$ cat config.mk
export PLATFORM = sky130hd
export DESIGN_NAME = encoder_scan_nbit
export DESIGN_NICKNAME = d
export VERILOG_FILES = /design/src/rtl/encoder_pkg.sv /design/src/rtl/lsb_index_nbit.sv /design/src/rtl/encoder_scan_nbit.sv
export SDC_FILE = /design/constraint.sdc
export NUM_CORES = 1
export LEC_CHECK = 0
export CORE_MARGIN = 3
export CORE_UTILIZATION = 28
export CTS_CLUSTER_DIAMETER = 150
export DETAILED_ROUTE_END_ITERATION = 10
export HOLD_SLACK_MARGIN = 0.15
export PLACE_DENSITY_LB_ADDON = 0.08
export SLEW_MARGIN = 10
export SYNTH_ARGS = -nofsm -noshare
export SYNTH_HDL_FRONTEND = slang
export SYNTH_SLANG_ARGS = --single-unit
$ cat constraint.sdc
create_clock -name clk -period 2.4 [get_ports clk]
set_input_delay 0.36 -clock clk [delete_from_list [all_inputs] [get_ports clk]]
set_output_delay 0.36 -clock clk [all_outputs]
set_load 0.03 [all_outputs]
$ cat src/rtl/encoder_pkg.sv
// Shared types and width helpers for the sequential N-bit scan encoder.
package encoder_pkg;

    typedef enum logic [0:0] {
        IDLE  = 1'b0,
        SERVE = 1'b1
    } state_e;

    localparam int DEFAULT_N = 4;

    // Request vector width for a given index width.
    function automatic int vec_width(input int n);
        return 1 << n;
    endfunction

endpackage

$ cat src/rtl/lsb_index_nbit.sv
// Combinational lowest-set-bit finder over a 2**N-bit vector.
module lsb_index_nbit
    import encoder_pkg::*;
#(
    parameter int N = DEFAULT_N
) (
    input  logic [(1<<N)-1:0] vec,
    output logic [N-1:0]      idx,
    output logic              any
);

    localparam int W = vec_width(N);

    // NOTE: idx gets a default before the loop so no path leaves it unassigned, which would infer a latch.
    always_comb begin
        idx = '0;
        for (int i = W - 1; i >= 0; i--) begin
            if (vec[i]) begin
                idx = N'(i);
            end
        end
    end

    assign any = |vec;

endmodule

$ cat src/rtl/encoder_scan_nbit.sv
// Captures a 2**N request vector and streams the index of each set bit,
// lowest first, over a valid/ready handshake; pulses done at end of vector.
module encoder_scan_nbit
    import encoder_pkg::*;
#(
    parameter int N = DEFAULT_N
) (
    input  logic              clk,
    input  logic              reset_n,
    input  logic [(1<<N)-1:0] req,
    input  logic              load,
    output logic [N-1:0]      idx,
    output logic              valid,
    input  logic              ready,
    output logic              busy,
    output logic              done,
    output logic [N:0]        served
);

    localparam int W = vec_width(N);

    state_e         state_q, state_d;
    logic [W-1:0]   pending_q, pending_d;
    logic [N:0]     served_q, served_d;
    logic           done_q, done_d;
    logic           pending_any;

    lsb_index_nbit #(.N(N)) u_lsb (
        .vec (pending_q),
        .idx (idx),
        .any (pending_any)
    );

    always_comb begin
        state_d   = state_q;
        pending_d = pending_q;
        served_d  = served_q;
        done_d    = 1'b0;

        unique case (state_q)
            IDLE: begin
                if (load) begin
                    pending_d = req;
                    served_d  = '0;
                    if (req != '0) begin
                        state_d = SERVE;
                    end else begin
                        done_d = 1'b1;
                    end
                end
            end
            SERVE: begin
                if (ready) begin
                    // x & (x-1) clears exactly the lowest set bit, i.e. bit idx.
                    pending_d = pending_q & (pending_q - W'(1));
                    served_d  = served_q + (N+1)'(1);
                    if (pending_d == '0) begin
                        state_d = IDLE;
                        done_d  = 1'b1;
                    end
                end
            end
            default: state_d = IDLE;
        endcase
    end

    // NOTE: state flops use non-blocking assignments so every flop samples pre-edge values.
    always_ff @(posedge clk or negedge reset_n) begin
        if (!reset_n) begin
            state_q   <= IDLE;
            pending_q <= '0;
            served_q  <= '0;
            done_q    <= 1'b0;
        end else begin
            state_q   <= state_d;
            pending_q <= pending_d;
            served_q  <= served_d;
            done_q    <= done_d;
        end
    end

    // SERVE is only entered with a non-empty vector, so pending_any is implied there.
    assign valid  = (state_q == SERVE) && pending_any;
    assign busy   = (state_q == SERVE);
    assign done   = done_q;
    assign served = served_q;

endmodule

# --- After elaboration in Yosys (flattened, before gate mapping) ---
# Index checks and enable logic that the tools add are counted.
word_totals:
  reg_bits: 23
  inputBits: 20
  out_inout_bits: 12
  elab_cells: 47
classes:
  add_sub_neg: 2
  eq_ne: 2
  muxes: 32
  bitwise_logic: 2
  n_reduce_logical: 5
ops:
  columns: ["op", "n"]
  rows:
  - ["4-bit 2-to-1 mux", 16]
  - ["16-bit 2-to-1 mux", 2]
  - ["16-bit case mux with 2 select lines", 1]
  - ["16-bit bitwise AND", 1]
  - ["16-bit zero test", 1]
  - ["16-bit nonzero test", 1]
  - ["16-bit OR reduction", 1]
  - ["16-bit by 1-bit subtractor with 16-bit output (second input constant)", 1]
  - ["5-bit 2-to-1 mux", 2]
  - ["5-bit case mux with 2 select lines", 1]
  - ["1-bit 2-to-1 mux", 8]
  - ["5-bit by 1-bit adder with 5-bit output (second input constant)", 1]
  - ["2-bit != test (second input constant)", 2]
  - ["1-bit case mux with 2 select lines", 2]
  - ["2-bit AND reduction", 1]
  - ["1-bit logical AND", 1]
  - ["1-bit NOT", 1]

# --- Depth between registers and ports, before layout ---
depth:
  ltp_word: 16
  depth_mapped: 6

# --- Cells and area by module ---
# Synthesis repeated with hierarchy kept, for this count alone.
hier_totals:
  hier_cells: 167
  area_unflattened_um2: 1461.4
modules_own_cells:
  columns: ["module", "n_inst", "cells_per_inst", "area_each_um2", "seq_area_each_um2"]
  rows:
  - ["encoder_scan_nbit", 1, 133, 1285.0, 575.6]
  - ["lsb_index_nbit", 1, 34, 176.4, 0.0]

# --- Worst setup path before layout ---
# OpenSTA, ideal clock, no wires.
synth_path:
  path_type: "register to output"
  startpoint: "register pending_q[3]"
  endpoint: "output idx[3]"
  t_arrival_ns: 1.869
  path_slack_ns: 0.171
  stages_incl_launch_ff: 5
  path_buffers: 1
  cell_sequence: "dfrtp_1 or4_1 buf_6 or2_2 a21oi_1"
synth_via:
  elab_chain_len: 4
synth_lines:
  columns: ["element", "line_no", "text"]
  rows:
  - ["start, declared", "encoder_scan_nbit.sv:23", "logic [W-1:0] pending_q, pending_d;"]
  - ["start signal, assigned", "encoder_scan_nbit.sv:76", "pending_q <= pending_d;"]
  - ["4-bit 2-to-1 mux (4 in series)", "lsb_index_nbit.sv:18", "if (vec[i]) begin"]
  - ["end, declared", "encoder_scan_nbit.sv:12", "output logic [N-1:0] idx,"]
# Every way passes these cells.

# --- Worst setup path after layout ---
# Ends and elaborated chain as after synthesis.

==> qor.txt <==
Slew margin rel.: 67.07%
Crit path kind: register to primary output
Number of diodes: 0
#FFs+latches synth: 23
Clock tree buffer depth: 2
Synthesized area: 0.001446 mm2
Buffers on Ports: 31
Core area: 0.004848 mm2
Synthesized net count: 193
WL final: 4416 um
Fillers: 504
NumNets Final: 237
Die Footprint: 0.006064 mm2
Number of global-route vias before repair: 1483
Post-route cell area: 0.001997 mm2
Sequential Power Share: 23.0%
Slew @ Worst Pin: 0.4895 ns
Number of max-cap violations: 0
Cells after synthesis: 172
First-pass GRT wire length: 7314 um
Post-DR vias/cell: 5.053
Clk_lat worst skew: 0.27 ns
Register area: 575.6 um2
Antenna-violating nets left: 0
Logic pwr share: 67.7%
Total global routing overflow: 0
Starting Density: 29.83%
Final Hold Vio Count: 0
Run status: completed
CP required: 2.04 ns
DIE HEIGHT: 77.87 um
Post-synth EDFFs: 0
Fmax: 0.4265 GHz
Clock Root Buffer: clkbuf_8
Fin. max-slew vios: 0
H-tree Lvls: 1
Post-synthesis sequential area ratio: 39.79%
Via count: 1425
Worst-path clk slew: 0.09 ns
Clock power share: 9.4%
Gr usage total: 15.26%
Synth Area per Inst: 8.409 um2
Synth warn: 0
Most used DFF post-synth: dfrtp_1
Power per cell area: 1377 mW/mm2
Initial antenna violation count: 0
Net Switching: 0.001284 W
Async SR Flop Fraction: 100.0%
Share of cells above drive strength 1: 16.28%
Nature of the critical path endpoint: primary output
Setup Skew: 0.002883 ns
Residual DRC: 0
Final routed wire length divided by cell count: 15.66 um
TritonCTS Buffers: 3
IO Count: 32
Setup bufs post-CTS: 0
Fin crit share: 97.69%
Yosys cell types: 43
Detail Placement HPWL: 3294 um
Area of the multi-input gates: 798.3 um2
Largest net degree at the start of global routing: 24
Iter 0 DRT Violations: 104
Crit path max fanout: 7
Startpoint Class: register
Post-layout min period: 2.345 ns
Row cnt: 25
DRT Pass-1 Iters: 4
CTS tree: yes
Sw Ratio: 46.71%
Die Wd: 77.87 um
Lkg Pwr: 0.8461 nW
Worst vdd ir: 0.5180 mV
P&R area growth vs syn: 38.06%
Reg-to-reg slack, setup: 0.37 ns
Final setup viols: 0
Internal: 0.001465 W
Fin Setup TNS: 0 ns
Placed inst area: 0.001936 mm2
Critical Path AT: 1.98 ns
Clock Sinks: 23
Routability Congestion: 0.7884
Hold Crit Class: input pin to asynchronous set/reset pin
## what timing repair did
| action | 4_1_cts | 5_1_grt |
|---|---|---|
| pin swaps | 0 | 0 |
| hold buffers | 0 | 0 |
| endpoints found under the setup margin | 4 | 2 |
| resized for setup | 4 | 4 |
## power groups by stage
stage	clock network [W]	registers [W]	logic [W]
2_1_floorplan	0	0.000720	0.00109
3_3_place_gp	0	0.000636	0.00184
3_5_place_dp	0	0.000637	0.00184
4_1_cts	0.000266	0.000632	0.00183
5_1_grt	0.000282	0.000653	0.00204
6_report	0.000258	0.000632	0.00186
## layout make-up
cell class | instances | share of cell area (%)
clock inverter | 1 | 0.3759
tap | 67 | 4.198
clock buffer | 3 | 2.068
inverter | 6 | 1.128
timing repair buffer | 52 | 23.43
multi-input combinational | 130 | 39.97
sequential | 23 | 28.82
## layer usage
layer | routed length [um] | part of all wire (%) | track usage (%)
met5 | 0 | 0 | 0
met4 | 44 | 1.0 | 2.669
met2 | 2083 | 47 | 25.09
met3 | 253 | 5.7 | 4.408
met1 | 2034 | 46 | 20.01
## logic make-up (layout without fill, tap and decap cells)
kind of cell	Yosys count	after routing	share of synthesized area (%)
compound gates	54	54	24.40
xor+xnor	2	2	1.211
fa+ha+maj	4	4	2.941
buf+inv	19	62	5.536
flops	23	23	39.79
mux	1	1	0.6921
simple gates	69	69	25.43
## final timing paths
path / cells after the start / startpoint / end
worst min register to register: 1 / served[4] / served[4]
worst max-delay path: 5 / pending_q[3] / idx[3]
worst max register to register: 5 / pending_q[3] / pending_q[10]
worst min-delay path: 2 / reset_n / pending_q[15]
min in group clk: 1 / served[4] / served[4]
max in group asynchronous: 2 / reset_n / pending_q[2]
## synth_stat cells, types with 2 or more instances
cell / instances / area share [%]
nor2_1: 19 / 4.9
a22o_1: 7 / 4.2
a211oi_1: 3 / 1.6
nand2b_1: 3 / 1.3
buf_1: 2 / 0.52
a21oi_1: 10 / 3.5
or4_1: 2 / 1.0
nand3_1: 3 / 1.0
clkbuf_1: 9 / 2.3
nand2_1: 15 / 3.9
nand4_1: 3 / 1.3
o21bai_1: 2 / 1.0
o31ai_1: 4 / 2.1
dfrtp_1: 23 / 40
maj3_1: 3 / 2.1
o21ai_0: 17 / 5.9
a21boi_0: 2 / 1.0
nor3_1: 4 / 1.4
or3_1: 5 / 2.2
inv_1: 6 / 1.6
nor4_2: 2 / 1.7
nor2b_1: 2 / 0.86
nor4_1: 6 / 2.6
## sequential cells by signal (all words and copies together), names as in the netlist
name and flops:
pending_q 16, served 5, done 1, busy 1
## worst max-delay path, stage by stage (launching register included)
cell     delay [ns]
dfrtp_1        0.38
or4_4          0.57
buf_6          0.15
or2_2          0.32
a21oi_2        0.14
buf_6          0.15
## cells in the final DEF, fill, tap and decap left out, types with 2 or more instances in the layout
master and count:
nand4_1 3, nor4_2 2, maj3_1 3, or3_1 5, o21ai_0 17, buf_4 21, clkdlybuf4s50_1 26, nand2b_1 3
o21bai_1 2, clkbuf_8 3, o31ai_1 4, or4_4 2, a22o_1 7, a211oi_1 3, buf_6 2, nor2b_1 2
a21oi_2 2, dlygate4sd2_1 2, inv_1 6, dfrtp_1 23, nor3_1 4, nand3_1 3, a21oi_1 9, a21boi_0 2
nand2_1 15, nor2_1 19, nor4_1 6
## metrics by stage
stage               hold WS, ns  utilization [%]  setup WS [ns]  total power [W]  cells
finish                   0.4482            41.19        0.05537         0.002749    282
global route             0.4951            41.19       -0.01332         0.002977    282
CTS                      0.4563            40.93       0.007345         0.002728    282
detailed placement       0.4850            39.92        0.07417         0.002482    278
global placement         0.4814            39.92        0.05956         0.002475    278
floorplan               0.06441                -         0.1705         0.001810    172
Note: power is estimated with default switching activity, not from simulation.
